[src/rtl/rename_commit_sequencer.sv]
// Buffers up to four retiring ROB lanes per cycle and feeds them one per cycle to the
// rename unit's commit port; drains all older commits before issuing a branch flush.
module rename_commit_sequencer #(
    parameter int DEPTH = 8,
    parameter int CW    = 4
) (
    input  logic          clk,
    input  logic          rst_n,
    input  logic [3:0]    rob_valid,
    input  logic [4:0]    rob_rdst0,
    input  logic [4:0]    rob_rdst1,
    input  logic [4:0]    rob_rdst2,
    input  logic [4:0]    rob_rdst3,
    input  logic [5:0]    rob_phy0,
    input  logic [5:0]    rob_phy1,
    input  logic [5:0]    rob_phy2,
    input  logic [5:0]    rob_phy3,
    output logic          rob_ready,
    input  logic          flush_req,
    output logic          Commit,
    output logic [5:0]    Commit_Phy,
    output logic [4:0]    Commit_Rdst,
    output logic          Branch_flush,
    output logic          rename_stall,
    output logic          flush_done,
    output logic [CW-1:0] occupancy
);
    localparam int AW = $clog2(DEPTH);

    typedef enum logic [1:0] {RUN, DRAIN, POST} state_t;

    state_t        state, state_nxt;
    logic [4:0]    mem_rdst [DEPTH];
    logic [5:0]    mem_phy  [DEPTH];
    logic [AW-1:0] rd_ptr, wr_ptr;
    logic [CW-1:0] occ;

    logic [4:0]    lane_rdst [4];
    logic [5:0]    lane_phy  [4];
    logic [3:0]    lane_en;
    logic [2:0]    lane_off  [4];
    logic [2:0]    enq_cnt;
    logic          drain_last;

    assign lane_rdst[0] = rob_rdst0;
    assign lane_rdst[1] = rob_rdst1;
    assign lane_rdst[2] = rob_rdst2;
    assign lane_rdst[3] = rob_rdst3;
    assign lane_phy[0]  = rob_phy0;
    assign lane_phy[1]  = rob_phy1;
    assign lane_phy[2]  = rob_phy2;
    assign lane_phy[3]  = rob_phy3;

    // Ready needs room for a full 4-lane burst, judged before any same-cycle pop.
    assign rob_ready    = (state == RUN) && (occ <= CW'(DEPTH - 4));
    assign Commit       = (occ != '0);
    assign Commit_Rdst  = Commit ? mem_rdst[rd_ptr] : '0;
    assign Commit_Phy   = Commit ? mem_phy[rd_ptr]  : '0;
    assign drain_last   = (state == DRAIN) && (occ <= CW'(1));
    assign Branch_flush = drain_last;
    assign flush_done   = drain_last;
    assign rename_stall = (state != RUN);
    assign occupancy    = occ;

    // Surviving lanes are packed contiguously at the tail; offset = count of older survivors.
    always_comb begin
        logic [2:0] cnt;
        cnt = '0;
        for (int i = 0; i < 4; i++) begin
            lane_off[i] = cnt;
            lane_en[i]  = rob_ready && rob_valid[i] && (lane_rdst[i] != 5'd0);
            if (lane_en[i]) cnt = cnt + 3'd1;
        end
        enq_cnt = cnt;
    end

    always_ff @(posedge clk) begin
        for (int i = 0; i < 4; i++) begin
            if (lane_en[i]) begin
                mem_rdst[wr_ptr + AW'(lane_off[i])] <= lane_rdst[i];
                mem_phy[wr_ptr + AW'(lane_off[i])]  <= lane_phy[i];
            end
        end
    end

    always_ff @(posedge clk or negedge rst_n) begin
        if (!rst_n) begin
            state  <= RUN;
            rd_ptr <= '0;
            wr_ptr <= '0;
            occ    <= '0;
        end else begin
            state  <= state_nxt;
            wr_ptr <= wr_ptr + AW'(enq_cnt);
            rd_ptr <= rd_ptr + AW'(Commit);
            occ    <= occ + CW'(enq_cnt) - CW'(Commit);
        end
    end

    always_comb begin
        state_nxt = state;
        case (state)
            RUN:     if (flush_req) state_nxt = DRAIN;
            DRAIN:   if (drain_last) state_nxt = POST;
            POST:    state_nxt = RUN;
            default: state_nxt = RUN;
        endcase
    end
endmodule

[config.mk]
export PLATFORM = sky130hd
export DESIGN_NAME = rename_commit_sequencer
export DESIGN_NICKNAME = d
export VERILOG_FILES = /design/src/rtl/rename_commit_sequencer.sv
export SDC_FILE = /design/constraint.sdc
export NUM_CORES = 1
export LEC_CHECK = 0
export ABC_AREA = 1
export BUFFER_PORTS_ARGS = -buffer_cell sky130_fd_sc_hd__buf_2
export CAP_MARGIN = 20
export CORE_AREA = 2 2 132 198
export DETAILED_ROUTE_END_ITERATION = 8
export DIE_AREA = 0 0 134 200
export PLACE_DENSITY = 0.61
export RECOVER_POWER = 100
export SLEW_MARGIN = 30
export SYNTH_ARGS = -nofsm -noshare
export SYNTH_HDL_FRONTEND = slang
export SYNTH_SLANG_ARGS = --single-unit
[constraint.sdc]
create_clock -name clk -period 9.67 [get_ports clk]
set_input_delay 0.967 -clock clk [delete_from_list [all_inputs] [get_ports clk]]
set_output_delay 0.967 -clock clk [all_outputs]
set_load 0.03 [all_outputs]
# Yosys cells after proc, flatten, opt, wreduce, memory -nomap -nowiden
# Memory sizes are Yosys's and may differ from the RTL's.
# Index checks and enable logic that the tools add are counted.
[word_totals] reg_bits=12 ram_bits=88 in_bits=51 n_memories=2
[memory_table] name="mem_phy" depth=8 word_bits=6 read_ports=1 rd_ports_with_merged_regs=0 write_ports=4 line_no="34" text="logic [5:0] mem_phy [DEPTH];"
[memory_table] name="mem_rdst" depth=8 word_bits=5 read_ports=1 rd_ports_with_merged_regs=0 write_ports=4 line_no="33" text="logic [4:0] mem_rdst [DEPTH];"
[op_classes] add_sub_neg=10 magnitude_cmp=2 eq_ne=3 muxes=17 reduce_logical=18
[op_table] op="$reduce_bool 5->1" count=4
[op_table] op="$add 3x3->3" count=4
[op_table] op="$logic_and 1x1->1" count=10
[op_table] op="$add 3x1->3 const B" count=3
[op_table] op="$mux 1" count=9
[op_table] op="$mux 3" count=3
[op_table] op="$mux 6" count=1
[op_table] op="$mux 5" count=1
[op_table] op="$add 4x3->4" count=1
[op_table] op="$le 4x1->1 const B" count=1
[op_table] op="$le 4x3->1 const B" count=1
[op_table] op="$mux 2" count=2
[op_table] op="$ne 2x2->1 const B" count=2
[op_table] op="$pmux 2 s2" count=1
[op_table] op="$reduce_bool 4->1" count=1
[op_table] op="$sub 4x1->4" count=1
[op_table] op="$add 3x1->3" count=1
[op_table] op="$eq 2x1->1 const B" count=1
[op_table] op="$logic_not 2->1" count=1
[op_table] op="$reduce_and 2->1" count=1
[op_table] op="$reduce_bool 2->1" count=1

# Longest topological paths before layout
[depth] depth_word=13 depth_mapped=23

# Worst setup path before layout
# OpenSTA, ideal clock, no wires.
[synth_path] kind="input port to flip-flop" from="input port rob_rdst1[4]" to="memory mem_phy[5][0], enable pin" setup_time_ns=0.392 arrival_time_ns=4.044 path_slack_ns=5.234 stages=19 path_buffers=4 path_cell_list="inv_1 -> nand3_1 -> nand2_1 -> nor2_4 -> buf_4 -> buf_4 -> inv_1 -> ha_1 -> xor2_2 -> ha_1 -> fa_1 -> xnor2_1 -> inv_1 -> nand2_2 -> nand2_4 -> buf_6 -> nand3_2 -> buf_6 -> nand4_1"
[synth_lines] item="start, declared" line_no="11" text="input logic [4:0] rob_rdst1,"
[synth_lines] item="end, declared" line_no="34"

==> results.ini <==
[detailed_routing]
drt-total-wl_um=31900
num_vias=8782
drc=0
drtAntennaViolNets=0
via_per_inst=5.41
dr.pass1.iters=5
drt-initial-drc-count=980
drt-wirelength-per-cell_um=19.6

[clock_tree]
cts_root_buffer=clkbuf_16
cts.reportedPaths.clkPinSlew_ns=0.07
postCtsSetupBuffers=0
clk_latency_ns=0.34
clockBufferDepth=2
numCtsBuffers=9
htree_levels=3
post_cts_resized=0
hold_buffers=0
cts_tree=done
clkSinkCount=100

[timing]
final.min_clock_period_ns=6.30
rsz0062_at_grt=no
drv_slew=92
max_freq_mhz=159
hold_violations=0
final-setup-viol-count=0
finClkSkew_ns=0.00776
worst_pin_slew_ns=1.87
fin_crit_sh_pct=65.1
setup_slack_ns=3.37
finalSetupTns_ns=0
relSlewSlack_pct=-24.7

[placed_design]
place_hpwl_um=25100
port_buffers=70
routabilityCongestion=0.950
place_ws_ns=4.14

[synthesis]
synthArstFlopShare_pct=12.0
synth_nets=1381
ys.warnings.count=0
synth-edff-count=88
synth_top_area_share_pct=30.6
synthTopCellsByArea=edfxtp_1, nand2_1, nand3_1, nor2_1, nand4_1
syn_area_per_cell_sq_um=6.59
syn-instance-count=1310
synth_area_leader_cell=edfxtp_1
ys.flop_type=edfxtp_1
seq_area_frac_synth_pct=34.1
ys_ff_latch=100
yosysUniqueCellTypes=35
syn_area_sq_mm=0.00863

[worst_hold_path]
hold_class=flop to flop

[floorplan]
coreArea_sq_mm=0.0250
die_h_um=200
die-area_sq_mm=0.0268
ios=71
initial_core_util_pct=34.6
core.rowCount=71
die_x_um=134

[run_status]
outcome=complete, but fails checks
violations=max-capacitance violations, max-slew violations

[global_routing]
grt_pass1_wl_um=48200
grt_antenna_before_repair=0
grt_max_degree=97
grt_usage_pct=23.8
overflow=0
first_global_vias=8015

[worst_setup_path]
endpoint_kind=flop
path_class=input port to flop
required_ns=9.55
ff2ff_setup_slack_ns=3.64
worstPathArrival_ns=6.18
worstSetupStartpointType=input port
crit_fanout=28

[pwr]
ir_worst_vdd_mv=0.119
power_density_mw_per_mm2=267
power.leakage_nw=4.31

[finish]
area_growth_pct=5.13
num-nets-final=1360
drive_gt1_share_pct=7.73
antenna_cells=0

[job]
maxCapViolations=3

flip-flops by register name (all words and copies together), names as in the netlist:
signal	flops
rd_ptr	3
wr_ptr	3
mem_phy	48
mem_rdst	40
state	2
occupancy	4
report_power, final:
group / leakage, nW / switching (mW) / total, mW / internal, mW
clock: 0.134 / 0.155 / 0.330 / 0.175
sequential: 0.936 / 0.0613 / 0.650 / 0.588
combinational: 3.24 / 1.09 / 1.45 / 0.359
total: 4.31 / 1.30 / 2.43 / 1.12
final cells by class:
| class | instances | area (sq um) |
|---|---|---|
| Fill cell | 2682 | 15900 |
| Multi-Input combinational cell | 1026 | 4780 |
| Sequential cell | 100 | 2940 |
| Timing Repair Buffer | 84 | 415 |
| Tap cell | 328 | 410 |
| Inverter | 68 | 255 |
| Clock buffer | 10 | 229 |
| Clock inverter | 6 | 40.0 |
path summary, 6_finish.rpt:
path | start | to | cells past startpoint
worst max-delay path | rob_rdst0[1] | mem_rdst[4][0] | 12
worst max register to register | state[1] | mem_rdst[4][0] | 12
max in group asynchronous | rst_n | rd_ptr[2] | 1
worst min register to register | state[1] | state[1] | 1
worst min-delay path | state[1] | state[1] | 1
min in group asynchronous | rst_n | wr_ptr[0] | 1
per-layer routing:
| layer | global-route usage, % | wire length [um] |
|---|---|---|
| met5 | 0 | 0 |
| met4 | 12.2 | 1630 |
| met3 | 2.37 | 1810 |
| met2 | 41.2 | 15600 |
| met1 | 29.3 | 12800 |
synthesized netlist by cell type (2+ instances only):
library cell / instances
a31oi_1: 2
nor2_1: 115
nand3_1: 207
nand2_1: 526
buf_2: 42
o21ai_0: 34
buf_4: 22
nand2_4: 2
clkbuf_1: 42
fa_1: 4
nand3b_1: 3
nor2_4: 3
inv_2: 8
xor2_1: 3
a21oi_1: 3
nor2_2: 5
xnor2_1: 4
clkinv_1: 2
nand2_2: 5
clkbuf_2: 5
inv_1: 58
nand4_1: 55
nor3_1: 2
edfxtp_1: 88
o32ai_1: 22
dfrtp_1: 12
ha_1: 16
nand3_2: 10
buf_6: 4
placed cells by master, fill, tap and decap left out:
cell / synthesis / routed
nor2_4: 3 / 3
nand4_1: 55 / 55
xor2_1: 3 / 4
o21ai_0: 34 / 34
inv_2: 8 / 8
o21ai_1: 1 / 1
nor3_1: 2 / 2
xnor2_1: 4 / 4
nand3_2: 10 / 6
buf_4: 22 / 10
a31oi_1: 2 / 2
inv_6: 0 / 1
nand2_4: 2 / 1
clkbuf_1: 42 / 25
mux2i_1: 1 / 1
clkbuf_16: 0 / 9
nand2_2: 5 / 4
clkinv_2: 0 / 2
nor2_2: 5 / 2
inv_1: 58 / 58
or2_2: 1 / 1
nand2_1: 526 / 528
o32ai_1: 22 / 22
edfxtp_1: 88 / 88
ha_1: 16 / 16
fa_1: 4 / 4
nand3_4: 1 / 1
nand3b_1: 3 / 3
a21oi_1: 3 / 3
clkinv_4: 0 / 2
nor2_1: 115 / 118
nand3_1: 207 / 211
dfrtp_1: 12 / 12
buf_2: 42 / 50
clkinv_1: 2 / 3
worst max-delay path, cell delays in order:
cell      delay, ns
clkbuf_1       0.10
inv_1          0.21
nand4_1        0.22
nand3_1        0.21
ha_1           0.29
xor2_1         0.22
ha_1           0.24
fa_1           0.48
clkbuf_1       0.86
clkinv_1       1.00
nand3_1        0.69
nand4_1        0.66
cell families (layout without fill, tap and decap cells):
kind of cell,after synthesis,in the layout,share of synthesized area (%)
XOR/XNOR,8,8,0.899
multiplexers,1,1,0.116
flip-flops,100,100,34.1
buffers and inverters,184,168,9.99
AO/OA/AOI/OAI,62,62,4.58
adder cells (fa/ha/maj),20,20,3.25
AND/OR/NAND/NOR,935,935,47.1
stage by stage:
step | util, % | hold WS (ns) | total power [mW] | instances | area [sq um]
after CTS | 36.7 | 0.496 | 2.47 | 1622 | 9160
final | 36.3 | 0.515 | 2.43 | 1622 | 9070
after detailed placement | 35.6 | 0.496 | 2.13 | 1606 | 8890
after floorplan | - | 0.471 | 1.77 | 1310 | 8630
after global placement | 35.6 | 0.485 | 2.11 | 1606 | 8890
after global routing | 36.3 | 0.550 | 2.61 | 1622 | 9070
Power figures use the tool's default switching activity.
